**src/rtl/fc_argmax_pkg.sv**
```systemverilog
// rtl/fc_argmax_pkg.sv - shared FC defines: state encoding and default sizes
package fc_argmax_pkg;

   typedef enum logic [1:0] {
      IDLE  = 2'd0,
      ACCUM = 2'd1,
      DONE  = 2'd2
   } fc_state_t;

   localparam int DEF_DATA_WIDTH  = 16;
   localparam int DEF_NUM_CLASSES = 10;
   localparam int DEF_IDX_WIDTH   = 4;

   // Counter must reach NUM_CLASSES itself, so size for n+1 values
   function automatic int cnt_width(input int n);
      return (n < 1) ? 1 : $clog2(n + 1);
   endfunction

endpackage

```
**src/rtl/fc_argmax_if.sv**
```systemverilog
// rtl/fc_argmax_if.sv - node stream and classification result bundle
interface fc_argmax_if
   import fc_argmax_pkg::*;
#(
   parameter int DATA_WIDTH = DEF_DATA_WIDTH,
   parameter int IDX_WIDTH  = DEF_IDX_WIDTH
);

   logic                  enable;
   logic                  in_valid;
   logic [DATA_WIDTH-1:0] in_data;
   logic                  in_ready;
   logic                  finished;
   logic [IDX_WIDTH-1:0]  result;

   modport master (
      output enable,
      output in_valid,
      output in_data,
      input  in_ready,
      input  finished,
      input  result
   );

   modport slave (
      input  enable,
      input  in_valid,
      input  in_data,
      output in_ready,
      output finished,
      output result
   );

endinterface

```
**src/rtl/fc_signed_cmp.sv**
```systemverilog
// rtl/fc_signed_cmp.sv - combinational two's-complement greater-than
module fc_signed_cmp #(
   parameter int DATA_WIDTH = 16
) (
   input  logic [DATA_WIDTH-1:0] a,
   input  logic [DATA_WIDTH-1:0] b,
   output logic                  gt
);

   assign gt = $signed(a) > $signed(b);

endmodule

```
**src/rtl/fc_argmax.sv**
```systemverilog
// rtl/fc_argmax.sv - running argmax over one streamed final-layer vector
module fc_argmax
   import fc_argmax_pkg::*;
#(
   parameter int NUM_CLASSES = DEF_NUM_CLASSES,
   parameter int DATA_WIDTH  = DEF_DATA_WIDTH,
   parameter int IDX_WIDTH   = DEF_IDX_WIDTH
) (
   input  logic        clk,
   input  logic        reset,
   fc_argmax_if.slave  bus
);

   localparam int CNT_WIDTH = cnt_width(NUM_CLASSES);

   fc_state_t             state;
   fc_state_t             state_nxt;
   logic [CNT_WIDTH-1:0]  count;
   logic [DATA_WIDTH-1:0] max_val;
   logic [IDX_WIDTH-1:0]  max_idx;
   logic [IDX_WIDTH-1:0]  result_q;
   logic                  seen;
   logic                  gt;
   logic                  start;
   logic                  accept;
   logic                  last;
   logic                  take;
   logic [IDX_WIDTH-1:0]  cand_idx;
   logic [IDX_WIDTH-1:0]  win_idx;

   fc_signed_cmp #(
      .DATA_WIDTH (DATA_WIDTH)
   ) u_cmp (
      .a  (bus.in_data),
      .b  (max_val),
      .gt (gt)
   );

   assign cand_idx = IDX_WIDTH'(count);
   assign last     = (count == CNT_WIDTH'(NUM_CLASSES - 1));
   // Strict compare keeps the lower index on ties
   assign take     = accept && (!seen || gt);
   assign win_idx  = take ? cand_idx : max_idx;

   always_ff @(posedge clk) begin
      if (reset) begin
         state <= IDLE;
      end else begin
         state <= state_nxt;
      end
   end

   always_comb begin
      state_nxt    = state;
      start        = 1'b0;
      accept       = 1'b0;
      bus.in_ready = 1'b0;
      bus.finished = 1'b0;
      case (state)
         IDLE: begin
            if (bus.enable) begin
               state_nxt = ACCUM;
               start     = 1'b1;
            end
         end
         ACCUM: begin
            bus.in_ready = 1'b1;
            // Abort wins over a sample arriving on the same cycle
            if (!bus.enable) begin
               state_nxt = IDLE;
            end else if (bus.in_valid) begin
               accept = 1'b1;
               if (last) begin
                  state_nxt = DONE;
               end
            end
         end
         DONE: begin
            bus.finished = 1'b1;
            if (!bus.enable) begin
               state_nxt = IDLE;
            end
         end
         default: begin
            state_nxt = IDLE;
         end
      endcase
   end

   always_ff @(posedge clk) begin
      if (reset) begin
         count    <= '0;
         max_val  <= '0;
         max_idx  <= '0;
         result_q <= '0;
         seen     <= 1'b0;
      end else if (start) begin
         count   <= '0;
         max_val <= '0;
         max_idx <= '0;
         seen    <= 1'b0;
      end else if (accept) begin
         count <= count + 1'b1;
         seen  <= 1'b1;
         if (take) begin
            max_val <= bus.in_data;
            max_idx <= cand_idx;
         end
         if (last) begin
            result_q <= win_idx;
         end
      end
   end

   assign bus.result = result_q;

endmodule

```
**src/flat_wrapper.sv**
```systemverilog
// flat-port wrapper written by rule: the top's interface ports become plain ports
module fc_argmax_flat import fc_argmax_pkg::*;
#(
   parameter int NUM_CLASSES = DEF_NUM_CLASSES,
   parameter int DATA_WIDTH  = DEF_DATA_WIDTH,
   parameter int IDX_WIDTH   = DEF_IDX_WIDTH
)
  (clk, reset, bus_enable, bus_in_valid, bus_in_data, bus_in_ready, bus_finished, bus_result);
  fc_argmax_if #(.DATA_WIDTH(DATA_WIDTH), .IDX_WIDTH(IDX_WIDTH)) bus_i ();
  input  logic clk;
  input  logic reset;
  input wire logic [$bits(bus_i.enable)-1:0] bus_enable;
  input wire logic [$bits(bus_i.in_valid)-1:0] bus_in_valid;
  input wire logic [$bits(bus_i.in_data)-1:0] bus_in_data;
  output wire logic [$bits(bus_i.in_ready)-1:0] bus_in_ready;
  output wire logic [$bits(bus_i.finished)-1:0] bus_finished;
  output wire logic [$bits(bus_i.result)-1:0] bus_result;
  assign bus_i.enable = bus_enable;
  assign bus_i.in_valid = bus_in_valid;
  assign bus_i.in_data = bus_in_data;
  assign bus_in_ready = bus_i.in_ready;
  assign bus_finished = bus_i.finished;
  assign bus_result = bus_i.result;
  fc_argmax #(.NUM_CLASSES(NUM_CLASSES), .DATA_WIDTH(DATA_WIDTH), .IDX_WIDTH(IDX_WIDTH)) u_core (.clk(clk), .reset(reset), .bus(bus_i));
endmodule
```
**config.mk**
```make
export PLATFORM = sky130hd
export DESIGN_NAME = fc_argmax_flat
export DESIGN_NICKNAME = d
export VERILOG_FILES = /design/src/rtl/fc_argmax_pkg.sv /design/src/rtl/fc_argmax_if.sv /design/src/rtl/fc_signed_cmp.sv /design/src/rtl/fc_argmax.sv /design/src/flat_wrapper.sv
export SDC_FILE = /design/constraint.sdc
export NUM_CORES = 1
export LEC_CHECK = 0
export BUFFER_PORTS_ARGS = -buffer_cell sky130_fd_sc_hd__buf_2
export CORE_MARGIN = 1.5
export CORE_UTILIZATION = 50
export CTS_CLUSTER_SIZE = 20
export DETAILED_ROUTE_END_ITERATION = 10
export PLACE_DENSITY_LB_ADDON = 0.25
export SLEW_MARGIN = 10
export SYNTH_ARGS = -nofsm -noshare
export SYNTH_HDL_FRONTEND = slang
export SYNTH_HIERARCHICAL = 1
export SYNTH_SLANG_ARGS = --single-unit
```
**constraint.sdc**
```tcl
create_clock -name clk -period 2.35 [get_ports clk]
set_clock_uncertainty 0.15 [all_clocks]
set_input_delay 0.235 -clock clk [delete_from_list [all_inputs] [get_ports clk]]
set_output_delay 0.235 -clock clk [all_outputs]
set_load 0.01 [all_outputs]
```
# == After elaboration in Yosys (flattened, before gate mapping) ==
# Cells that the tools add are included.
# word_totals
regBits,31
wordCells,38
out_inout_bits,6
in_bits,20
# op_classes
n_eq_ne,7
n_reduce_logical,8
order_cmp,1
add_sub_neg,1
bitwise,1
muxes,14
# op_table
cell,count
$gt 16x16->1,1
$mux 2,5
$mux 1,7
$pmux 2 s3,1
$add 4x1->4 const B,1
$eq 4x4->1 const B,1
$mux 4,1
$ne 2x2->1 const B,2
$reduce_and 4->1,1
$ne 3x2->1 const B,1
$ne 3x3->1 const B,1
$reduce_and 3->1,1
$eq 2x1->1 const B,1
$eq 2x2->1 const B,1
$logic_not 2->1,1
$reduce_and 2->1,1
$reduce_or 2->1,1
$logic_and 1x1->1,1
$logic_not 1->1,1
$logic_or 1x1->1,1
$not 1->1,1

# == Longest topological paths before layout ==
# Gate-level depths: netlist of run 1.
# logic_depth
depth_word,5
ltp_mapped,10
depth_no_buf,9

# == Hierarchy ==
# The synthesis of run 1 kept the hierarchy.
# by_module_without_submodules
mod,seq_area_each_um2,area_per_inst_um2,cells_each,instances
fc_argmax,620.6,1291.2,145,1
fc_signed_cmp,0.0,416.6,58,1

# == Worst setup path after synthesis of run 1 ==
# Ideal clock, no wire load.
# synth_timing
path_kind,register to register
from,register u_core.max_val[15]
to,"register u_core.result_q[1], in the netlist u_core/bus.result[1]"
setup_time_ps,88
required_ps,2112
stages_incl_launch_ff,11
t_arrival_ps,2068
n_path_buf,1
path_slack_ps,44
synth_period_minus_slack_ps,2306
cell_sequence,dfxtp_1 > inv_1 > ha_1 > nand4_2 > or4_1 > o21ai_0 > a31oi_1 > nor2b_1 > buf_2 > o21ai_0 > a311oi_2
# synth_via
elab_chain_len,4
# synth_rtl
item,line_no,rtl
start: declaration,fc_argmax.sv:19,logic [DATA_WIDTH-1:0] max_val;
start signal: assignment,fc_argmax.sv:106,max_val <= bus.in_data;
$gt 16x16->1,fc_signed_cmp.sv:10,assign gt = $signed(a) > $signed(b);
named net u_core.gt,fc_argmax.sv:23,logic gt;
$logic_or 1x1->1,fc_argmax.sv:42,assign take = accept && (!seen || gt);
$logic_and 1x1->1,fc_argmax.sv:42,
$mux 4,n/a,
end signal: assignment,fc_argmax.sv:110,result_q <= win_idx;
end: declaration,fc_argmax.sv:21,logic [IDX_WIDTH-1:0] result_q;
# The timed path passes the listed nets, and every way through them passes these cells.
# A chain may end at the register's enable or synchronous reset.

# == Worst setup path after layout of run 1 ==
# layout_timing
from,register u_core.max_val[1]
to,"register u_core.result_q[1], in the netlist u_core/bus.result[1]"
# Same word-level chain as after synthesis.

==> results.md, run 1 <==
Routing:
- Summing over every cut layer, the via total after detailed routing is 1580.
- The DRC violations left is 0.
- The final wirelength is 4170 um.
- Using the TritonRoute via totals, the vias-per-cell ratio works out to 5.52.
- The first detailed-routing pass took 4 iterations.
- In the final routed layout, each cell accounts on average for 14.6 um.
- The detail route stage leaves a number of antenna-violating nets equal to 0.
- The count of routing violations after the opening detailed-route iteration is 61.

Cells and area:
- The post-route cell area is 0.00232 mm2.
- The net total in the final layout is 277.
- The number of diodes added for antenna fixing is 0.
- The number of standard cells in the final layout excluding fillers is 286.
- The area growth from synthesis to layout is 35.8%.
- The post-route netlist has 40.4% of its cells at a drive strength greater than 1.

Worst setup path:
- The type of the setup path with the least slack is reg2reg.
- The nature of the critical path endpoint is a flop.
- STA classifies the critical path startpoint as a flop.
- Data arrives at the worst endpoint at 2550 ps.
- The maximum fanout count along the critical path is 5.
- Data on the critical path is required at its endpoint by 2450 ps.

Outcome:
- The flow ran to the end, but the final reports show violations.
- The checks that failed: setup timing.

Synth:
- The number of synthesized flops with an enable pin is 0.
- Of all flip-flops after synthesis, the portion carrying an async set or reset was 0%.
- The cell count after synthesis came out at 203.
- The flip-flop cell with the highest count after synthesis is dfxtp_1.
- Summing every instance area after synthesis gives 0.00171 mm2.
- The count of distinct cell types in the synthesized netlist is 38.
- The count of warnings emitted by yosys is 6.
- The flip-flop and latch count after synthesis is 31.
- The sequential area share after synthesis is 36.3%.
- In this run the mean area of a mapped cell was 8.41 um2.
- The number of nets produced by synthesis is 241.

Clock network:
- The insertion delay of the later-clocked pin in the worst-skew pair is 320 ps.
- The number of setup buffers added after CTS is 0.
- The clock-pin slew on the worst setup and hold paths is 100 ps.
- The number of sinks handled by clock tree synthesis is 31.
- In this run the clock root is driven by a clkbuf_4.
- The longest clock path from root to sink contains 2 buffers.
- The H-tree depth reported by CTS is 2.
- The TritonCTS clock tree is built.
- Clock tree synthesis inserted a total of 5 buffers.

STA:
- Setup slack on the critical path of the routed design comes to -103 ps.
- Derived from the worst setup path, the maximum achievable clock frequency is 408 MHz.
- The number of slew-limit violations in the final report is 0.
- The total count of hold-check failures in the final report is 0.
- The transition at the pin with the smallest max-transition slack is 516 ps.
- The count of endpoints failing setup in the final report is 18.
- In the final timing run, aggregate negative setup slack is -729 ps.
- The worst slew slack as a fraction of its limit is 65.6%.
- The period utilization is 104%.
- The post-route minimum period is 2450 ps.
- The final hold slack is 14.3 ps.
- Setup repair after global routing could not meet its margin everywhere.

Power and ir drop:
- The leakage power total is 0.803 nW.
- The total power consumption of the routed design is 978 uW.
- The power per unit of standard cell area is 422 mW/mm2.
- The worst voltage drop across the vdd grid is 0.000345 V.

Global routing:
- The number of global-route vias before repair was 1359.
- The number of antenna violations at the first check in global routing was 0.
- The first global-routing pass estimated 6060 um of wire.
- The total overflow left after global routing is 0.
- Entering global routing, the biggest net connects 26 pins.
- The global routing usage summed across all routing layers is 21.7%.

Place:
- The number of placed instances with taps included is 274.
- After legalization and detailed placement, the total HPWL measured 2500 um.
- In this run the cell area measured after placement is 0.00191 mm2.
- The number of buffer cells added on primary ports is 25.
- The congestion estimate from routability-driven global placement came to 0.744.

Job:
- The number of max-capacitance violations reported is 0.

Floorplanning:
- In this run the vertical extent of the chip is 61.4 um.
- The floorplan row count is 21.
- For this configuration, the core starts out at a cell density of 51.6%.
- 26 I/O pins were placed.
- Measured along the x axis, the die boundary spans 61.4 um.
- The placeable core area is 0.00331 mm2.
- The die covers 0.00378 mm2.

Worst hold path:
- The class of the tightest hold or removal check is in2reg.
-- cell families after synthesis --
logic type | count (synthesis) | synth area share [%]
flops | 31 | 36.3
buf+inv | 32 | 8.79
xor+xnor | 1 | 0.513
simple gates | 51 | 17.7
fa+ha+maj | 18 | 13.2
compound gates | 70 | 23.4
-- area by class of cell --
class	count	area, um2
Timing Repair Buffer	42	303
Inverter	19	71.3
Tap cell	46	57.6
Sequential cell	31	628
Clock inverter	1	5.00
Fill cell	288	991
Clock buffer	7	45.0
Multi-Input combinational cell	140	1210
-- where the power goes --
part | total, mW | switching, mW | internal [mW]
clock | 0.298 | 0.182 | 0.117
combinational | 0.145 | 0.0790 | 0.0665
sequential | 0.534 | 0.00434 | 0.530
total | 0.978 | 0.265 | 0.713
-- final timing paths --
path / start / end / slack, ps / cells after the start
max reg2reg: u_core/max_val[1] / u_core/bus.result[1] / -100 / 10
min reg2reg: u_core/bus.result[2] / u_core/bus.result[2] / 340 / 2
max: u_core/max_val[1] / u_core/bus.result[1] / -100 / 10
min: bus_in_data[5] / u_core/max_val[5] / 10 / 3
-- worst max-delay path, cell delays in order, from the launching register on --
cell and delay, ps:
dfxtp_2 330, inv_1 30, ha_1 280, nor2b_1 140
o211ai_1 130, a2111o_1 430, a31oi_4 240, nand2b_4 210
buf_6 130, nand3_2 90, a311oi_2 210
-- layer usage --
layer / routed length (um) / share of wire, % / GRT usage, % / up-vias
met5: 0 / 0 / 0 / -
met4: 51 / 1.2 / 5.47 / 0
met3: 180 / 4.3 / 7.98 / 8
met2: 1960 / 47 / 32.7 / 43
met1: 1970 / 47 / 29.7 / 731
li1: - / - / - / 798
-- flip-flops by register name, indices dropped and copies added (netlist names) --
| register | count |
|---|---|
| u_core/bus.result | 4 |
| u_core/state | 2 |
| u_core/cand_idx | 4 |
| u_core/max_idx | 4 |
| u_core/max_val | 16 |
| u_core/seen | 1 |
-- cells in the mapped netlist, types with 2 or more instances --
master | n | share of area (%)
a211oi_1 | 3 | 1.3
a21oi_1 | 32 | 9.4
and4b_1 | 2 | 1.2
buf_2 | 5 | 1.5
buf_6 | 3 | 2.0
clkbuf_1 | 4 | 0.88
dfxtp_1 | 31 | 36
ha_1 | 18 | 13
inv_1 | 19 | 4.2
nand2_1 | 3 | 0.66
nand2b_1 | 3 | 1.1
nand3_1 | 19 | 5.6
nand3_2 | 2 | 1.2
nand4_1 | 3 | 1.1
nor2_1 | 7 | 1.5
nor2b_1 | 3 | 1.1
o21ai_0 | 24 | 7.0
or3_1 | 2 | 0.73
-- repair_timing --
action | in CTS | in global routing
endpoints found under the setup margin | 17 | 24
hold buffers | 1 | 1
gates resized for setup | 12 | 54
gates cloned | 1 | 1
pin swaps | 4 | 25
endpoints found under the hold margin | 1 | 1
-- per-stage QoR --
step | setup slack [ps] | utilization, %
2_1_floorplan | 44.0 | -
3_3_place_gp | -29.7 | 57.7
3_5_place_dp | -86.3 | 57.7
4_1_cts | 3.12 | 61.6
5_1_grt | -222 | 70.1
6_report | -103 | 70.1
-- layout by cell type, fill, tap and decap left out, drive strengths merged, types with 3 or more instances in the layout --
cell type,netlist,layout
a211oi,3,3
o21ai,24,24
ha,18,18
nand4,4,4
nor2,7,7
clkbuf,5,8
a21oi,32,32
dfxtp,31,31
nand2,3,3
nand3,21,21
nand2b,3,3
inv,19,19
buf,8,39
nor2b,3,3
No activity file was read; power rests on OpenSTA's default activity.
==> inputs of run 2 (changes only) <==
Settings changed: CORE_MARGIN 1.5 to 3, TNS_END_PERCENT set to 20.
==> run 2 against run 1 <==
Compared with the run above:
- fmax fell by 0.63%
- sequential power about the same
- via count increased by 0.82%
- the run still ends with setup timing left
- non-clock buffer count shrank 2
- clock power grew 6%
==> results.md, run 2 (same netlist as run 1, synthesis figures left out) <==
Global routing:
- The global routing usage summed across all routing layers is 20.0% (-1.8 points).
- The number of global-route vias before repair is 1411 (+3.8%).
- The pin count of the biggest net entering global routing is 26 (unchanged).
- The overflow left after global routing is 0 (unchanged).
- The number of antenna violations at the first check in global routing is 0 (unchanged).
- The wire length of the first global-routing pass is 6380 um (+5.3%).

Worst hold path:
- The worst hold path begins at bus_in_data[2].
- The class of the tightest hold or removal check is in2reg.

Worst setup path:
- The launching instance or port of the critical path is u_core/max_val[8].
- The largest incremental delay on the critical path came to 330 ps (-100 ps).
- The data arrival time of the critical path is 2570 ps (+20 ps).
- The type of the setup path with the least slack is reg2reg.
- The nature of the critical path endpoint is a flop.
- The family with the most delay on the worst path is simple AND/OR/NAND/NOR gates.
- The slowest library cell on the worst path is dfxtp_2.
- The buffering stage count on the worst path with inverters included is 4 (+2).
- The worst path required time is 2450 ps (about the same).
- In this design, the critical path's most frequently occurring cell is buf_4.
- STA classifies the critical path startpoint as a flop.
- The critical path goes through inv_1 -> ha_1 -> nand4_1 -> buf_4 -> buf_4 -> nor2_1 -> a2bb2oi_2 -> a31oi_4 -> nand2b_4 -> buf_8 -> nand3_1 -> a21oi_1.
- The worst register-to-register path begins at u_core/max_val[8].
- The maximum fanout count along the critical path is 17 (+12).

Clock network:
- The H-tree depth reported by CTS is 2 (unchanged).
- In this run the clock root is driven by a clkbuf_4.
- The clock-pin slew on the worst setup and hold paths was 90 ps (about the same).
- The insertion delay of the later-clocked pin in the worst-skew pair is 330 ps (about the same).
- The clock buffer count from CTS is 5 (unchanged).
- The number of sinks handled by clock tree synthesis is 31 (unchanged).
- The TritonCTS clock tree is built.
- The largest buffer count on any clock path is 2 (unchanged).

Routing:
- The count of TritonRoute iterations in the first routing pass came to 4 (unchanged).
- The count of vias placed by the detailed router was 1593 (+0.82%).
- The number of vias per cell is 5.67 (+2.6%).
- The final wirelength was 4340 um (+4.3%).
- The count of routing violations after the opening detailed-route iteration is 89 (+46%).
- The mean routed wirelength per cell came to 15.5 um (+6.2%).
- The DRC violations left came to 0 (unchanged).
- The final antenna-violating net count is 0 (unchanged).

Outcome:
- The flow ran to the end, but the final reports show violations.
- The final reports fail on setup timing.

STA:
- The post-route minimum period came to 2470 ps (+15.5 ps).
- The total count of hold-check failures in the final report came to 0 (unchanged).
- The worst slew slack as a fraction of its limit is 64.2% (-1.3 points).
- The count of endpoints failing setup in the final report is 21 (+3).
- The final hold slack is 13.8 ps (-0.550 ps).
- Setup repair after global routing could not meet its margin everywhere.
- The setup total negative slack came to -934 ps (-205 ps).
- The number of slew-limit violations in the final report is 0 (unchanged).
- The final worst slack is -118 ps (-15.5 ps).
- The transition at the pin with the smallest max-transition slack came to 536 ps (+20.2 ps).
- The highest attainable clock frequency is 405 MHz (-0.63%).
- The period utilization was 105% (+0.66 points).

Place:
- The worst slack after detailed placement is -149 ps (-63.0 ps).
- The number of buffer cells added on primary ports is 25 (unchanged).
- The detailed-placement wirelength estimate is 2530 um (+1.4%).
- The final weighted congestion in routability-driven placement is 0.719 (-3.3%).

Floorplanning:
- The floorplan row count is 20 (-4.8%).
- The width of the die was 64.4 um (+4.9%).
- The starting utilization of the core area is 54.2% (+2.6 points).
- The overall die height came to 64.4 um (+4.9%).
- The placeable core area is 0.00315 mm2 (-4.8%).
- The die outline area is 0.00415 mm2 (+10%).
- The I/O pin count is 26 (unchanged).

Job:
- The number of max-capacitance violations reported is 0 (unchanged).

Cells and area:
- The number of flip-flops in the largest register is 16 (unchanged).
- The number of diodes added for antenna fixing is 0 (unchanged).
- The leading cell type in the layout, fill and taps excluded is a21oi_1.
- The final core area utilization is 69.6% (-0.46 points).
- The proportion of layout cells with a drive suffix above 1 is 33.8% (-6.7 points).
- The register with the most flip-flops is u_core/max_val.
- The net total in the final layout came to 275 (-0.72%).
- In the layout the commonest cells are a21oi_1, buf_2, dfxtp_1.
- The area growth from synthesis to layout is 28.5%.

Power and ir drop:
- The worst voltage drop across the vdd grid is 0.000326 V (-5.5%).
- The power per unit of standard cell area is 451 mW/mm2 (+7.0%).
- The leakage power total came to 0.784 nW (-2.4%).
run 2: cell count changes in the layout (fill, tap and decap cells not counted), sizes merged:
| cell | change |
|---|---|
| dlygate4sd3 | -1 |
| clkbuf | -2 |
run 2: timing repair:
item | CTS | global route
resized for setup | 14 | 29
pin swaps | 5 | 12
hold buffers | 1 | 0
endpoints found under the hold margin | 3 | 0
buffers inserted | 0 | 2
cloned | 0 | 1
setup endpoints to repair | 21 | 24
run 2: final cells by class:
type,instances,area [um2]
multi-input cells,140,1120
inverters,19,71.3
well taps,44,55.1
clock inverters,1,5.00
fillers,266,958
repair buffers,40,263
clock buffers,6,51.3
flip-flops and latches,31,631
run 2: routing by layer:
metal | track usage (%) | routed length [um] | up-vias
met5 | 0 | 0 | -
met4 | 8.71 | 21 | 0
met3 | 4.16 | 236 | 2
met2 | 32.7 | 2100 | 52
met1 | 25.3 | 1990 | 746
li1 | - | - | 793
run 2: worst reg2reg max path, delay by kind of cell (launching register included):
kind | cells | cell delay, ps
adder cells (fa/ha/maj) | 1 | 280
flip-flops | 1 | 330
AND/OR/NAND/NOR | 4 | 630
AO/OA/AOI/OAI | 3 | 510
buffers and inverters | 4 | 500
run 2: power breakdown:
group | switching, mW | internal, mW | leakage, nW
clock | 0.176 | 0.138 | 0.0341
combinational | 0.0748 | 0.0660 | 0.495
sequential | 0.00457 | 0.530 | 0.254
run 2: path summary, 6_finish.rpt:
kind	slack [ps]	end	cells after the start
max	-120	u_core/max_val[0]	12
min	10	u_core/max_val[2]	3
max reg2reg	-120	u_core/max_val[0]	12
min reg2reg	330	u_core/max_val[3]	2
run 2: metrics by stage:
stage | instances | power [mW] | area [um2]
after global placement | 270 | 0.648 | 1890
after CTS | 278 | 0.974 | 2040
after floorplan | 203 | 0.608 | 1710
final | 281 | 0.990 | 2190
after detailed placement | 270 | 0.650 | 1890
after global routing | 281 | 1.03 | 2190
==> inputs of run 3 (changes only) <==
==> constraint.sdc (replaced) <==
create_clock -name clk -period 2.35 [get_ports clk]
set_clock_uncertainty 0.15 [all_clocks]
set_input_delay 0.1175 -clock clk [delete_from_list [all_inputs] [get_ports clk]]
set_output_delay 0.1175 -clock clk [all_outputs]
set_load 0.01 [all_outputs]
==> run 3 against run 2 <==
Compared with the run above:
- non-clock buffer count up 18
- the flow still finishes with violations (setup timing)
- clock-buffer cell count up 1
- critical path type is now in2reg
- hold slack better by 200 ps
- via count up 5.5%
- critical path depth down 1
- sequential power about the same
- total power down 0.64%
- design area up 5.6%
==> results.md, run 3 (same netlist as run 1, synthesis figures left out) <==
Outcome:
- The flow ran to the end, but the final reports show violations.
- The checks that failed: setup timing.

Clock network:
- The clock buffer count from CTS was 5 (unchanged).
- TritonCTS built the clock tree.
- The H-tree depth reported by CTS is 2 (unchanged).
- The number of sinks handled by clock tree synthesis is 31 (unchanged).
- The clock-pin slew on the worst setup and hold paths is 100 ps (about the same).
- The insertion delay of the later-clocked pin in the worst-skew pair is 330 ps (about the same).
- The largest buffer count on any clock path is 2 (unchanged).
- CTS placed an instance of clkbuf_4 at the clock tree root.

STA:
- The number of slew-limit violations in the final report was 0 (unchanged).
- The total count of hold-check failures in the final report came to 0 (unchanged).
- The highest attainable clock frequency is 411 MHz (+1.4%).
- The final worst slack is -83.0 ps (+35.3 ps).
- The transition at the pin with the smallest max-transition slack was 604 ps (+67.3 ps).
- The post-route minimum period is 2430 ps (-35.3 ps).
- The count of endpoints failing setup in the final report is 19 (-9.5%).
- The worst slew slack as a fraction of its limit came to 59.7% (-4.5 points).
- The final hold slack is 214 ps (+200 ps).
- Setup repair after global routing could not meet its margin everywhere.
- The period utilization is 104% (-1.5 points).

Routing:
- The count of routing violations after the opening detailed-route iteration is 119 (+34%).
- The final antenna-violating net count is 0 (unchanged).
- The mean routed wirelength per cell is 14.5 um (-6.0%).
- The count of vias placed by the detailed router is 1680 (+5.5%).
- The DRC violations left is 0 (unchanged).
- The count of TritonRoute iterations in the first routing pass is 4 (unchanged).
- The number of vias per cell came to 5.60 (-1.2%).
- The final wirelength is 4360 um (+0.37%).

Place:
- The instance area after placement was 0.00191 mm2 (+1.1%).
- The final weighted congestion in routability-driven placement was 0.765 (+6.5%).
- The detailed-placement wirelength estimate is 2660 um (+5.0%).
- The number of buffer cells added on primary ports came to 25 (unchanged).

Floorplanning:
- The overall die height was 64.4 um (unchanged).
- The placeable core area was 0.00315 mm2 (unchanged).
- The floorplan row count is 20 (unchanged).
- The width of the die is 64.4 um (unchanged).
- The starting utilization of the core area was 54.2% (unchanged).
- The die outline area is 0.00415 mm2 (unchanged).
- The I/O pin count came to 26 (unchanged).

Cells and area:
- Relative to the synthesized area, the layout overhead comes to 35.7%.
- The leading cell type in the layout, fill and taps excluded is a21oi_1.
- The number of diodes added for antenna fixing came to 0 (unchanged).
- The number of flip-flops in the largest register is 16 (unchanged).
- The post-route cell area is 0.00232 mm2 (+5.6%).
- The proportion of layout cells with a drive suffix above 1 is 29.3% (-4.5 points).
- In the layout the commonest cells are a21oi_1, buf_2, dfxtp_1.
- Counting flops per register, the top entry is u_core/max_val.
- The net total in the final layout is 293 (+6.5%).
- The final core area utilization is 73.5% (+3.9 points).

Job:
- The number of max-capacitance violations reported came to 0 (unchanged).

Global routing:
- The number of global-route vias before repair is 1482 (+5.0%).
- The wire length of the first global-routing pass is 6690 um (+4.9%).
- The pin count of the biggest net entering global routing is 26 (unchanged).
- The global routing usage summed across all routing layers was 20.9% (+0.91 points).
- The overflow left after global routing is 0 (unchanged).
- The number of antenna violations at the first check in global routing came to 0 (unchanged).

Power and ir drop:
- The part of the total power dissipated in combinational logic is 15.5% (+1.3 points).
- The worst voltage drop across the vdd grid is 0.000299 V (-8.5%).
- The leakage power total is 0.856 nW (+9.3%).
- The switching power summed over all nets is 259 uW (+1.1%).
- The total power consumption of the routed design was 984 uW (-0.64%).
- The sequential cell fraction of total power was 54.3% (+0.3 points).
- The power per unit of standard cell area was 425 mW/mm2 (-5.9%).
- The relative contribution of the clock network to total power is 30.2% (-1.6 points).
- The internal power contribution is 725 uW (-1.3%).
- The switching share of power is 26.3% (+0.46 points).

Worst hold path:
- The class of the tightest hold or removal check is in2reg.
- The launch point of the worst hold path is bus_in_valid.

Worst setup path:
- The startpoint of the most critical register-to-register path is u_core/max_val[1].
- Tracing the worst setup path back leads to its startpoint at bus_in_data[3].
- The type of the setup path with the least slack is in2reg.
- The maximum fanout count along the critical path is 8 (-9).
- The worst setup path is launched from a primary input.
- The worst path required time came to 2410 ps (-40 ps).
- The data arrival time of the critical path is 2500 ps (-70 ps).
- The nature of the critical path endpoint is a flop.
[run 3: cell count changes in the layout (fill, tap and decap cells not counted), moves of 3 or more]
cell | previous run | this run
dfxtp_1 | 23 | 26
dfxtp_2 | 8 | 5
o21ai_1 | 1 | 6
ha_4 | 8 | 5
dlygate4sd3_1 | 1 | 18
o21ai_0 | 21 | 17
[run 3: what timing repair did]
action / CTS / global route
gates resized for setup: 9 / 27
endpoints found under the setup margin: 19 / 23
cloned: 1 / 0
buffers inserted: 2 / 0
pin swaps: 1 / 10
hold buffers: 18 / 0
endpoints found under the hold margin: 21 / 0
[run 3: final timing paths]
| kind | depth (start not counted) | to | slack, ps |
|---|---|---|---|
| setup / recovery | 11 | u_core/max_val[1] | -80 |
| hold reg to reg | 2 | u_core/max_val[10] | 330 |
| hold / removal | 3 | u_core/state[0] | 210 |
| setup reg to reg | 11 | u_core/max_val[1] | -60 |
[run 3: per-stage QoR]
| step | instances | setup TNS (ps) | setup WS [ps] |
|---|---|---|---|
| floorplan | 203 | 0 | 44.0 |
| global placement | 271 | -1480 | -116 |
| detailed placement | 271 | -1370 | -113 |
| CTS | 300 | 0 | 1.29 |
| global route | 300 | -2100 | -146 |
| finish | 300 | -753 | -83.0 |
[run 3: cell type report]
class | count | area (um2)
Timing Repair Buffer | 58 | 439
Sequential cell | 31 | 627
Clock buffer | 7 | 45.0
Inverter | 19 | 71.3
Multi-Input combinational cell | 140 | 1070
Tap cell | 44 | 55.1
Fill cell | 249 | 836
Clock inverter | 1 | 5.00
[run 3: critical path, stage by stage]
cell and delay (ps):
dlygate4sd3_1 530, buf_2 130, ha_1 330, o211ai_1 130, a2111o_1 470, a31oi_4 190
nor2b_2 60, buf_4 150, buf_6 130, o21ai_0 170, a21oi_1 100
[run 3: power groups by stage]
stage	registers, mW	clock network, mW	logic [mW]
2_1_floorplan	0.545	0	0.0625
3_3_place_gp	0.546	0	0.102
3_5_place_dp	0.546	0	0.105
4_1_cts	0.534	0.308	0.134
5_1_grt	0.536	0.336	0.166
6_report	0.535	0.297	0.152
[run 3: metal layers]
layer,track usage (%),vias up,part of all wire (%)
li1,-,829,-
met1,27.0,805,46
met2,33.1,39,47
met3,6.24,7,5.0
met4,7.12,0,1.6
met5,0,-,0
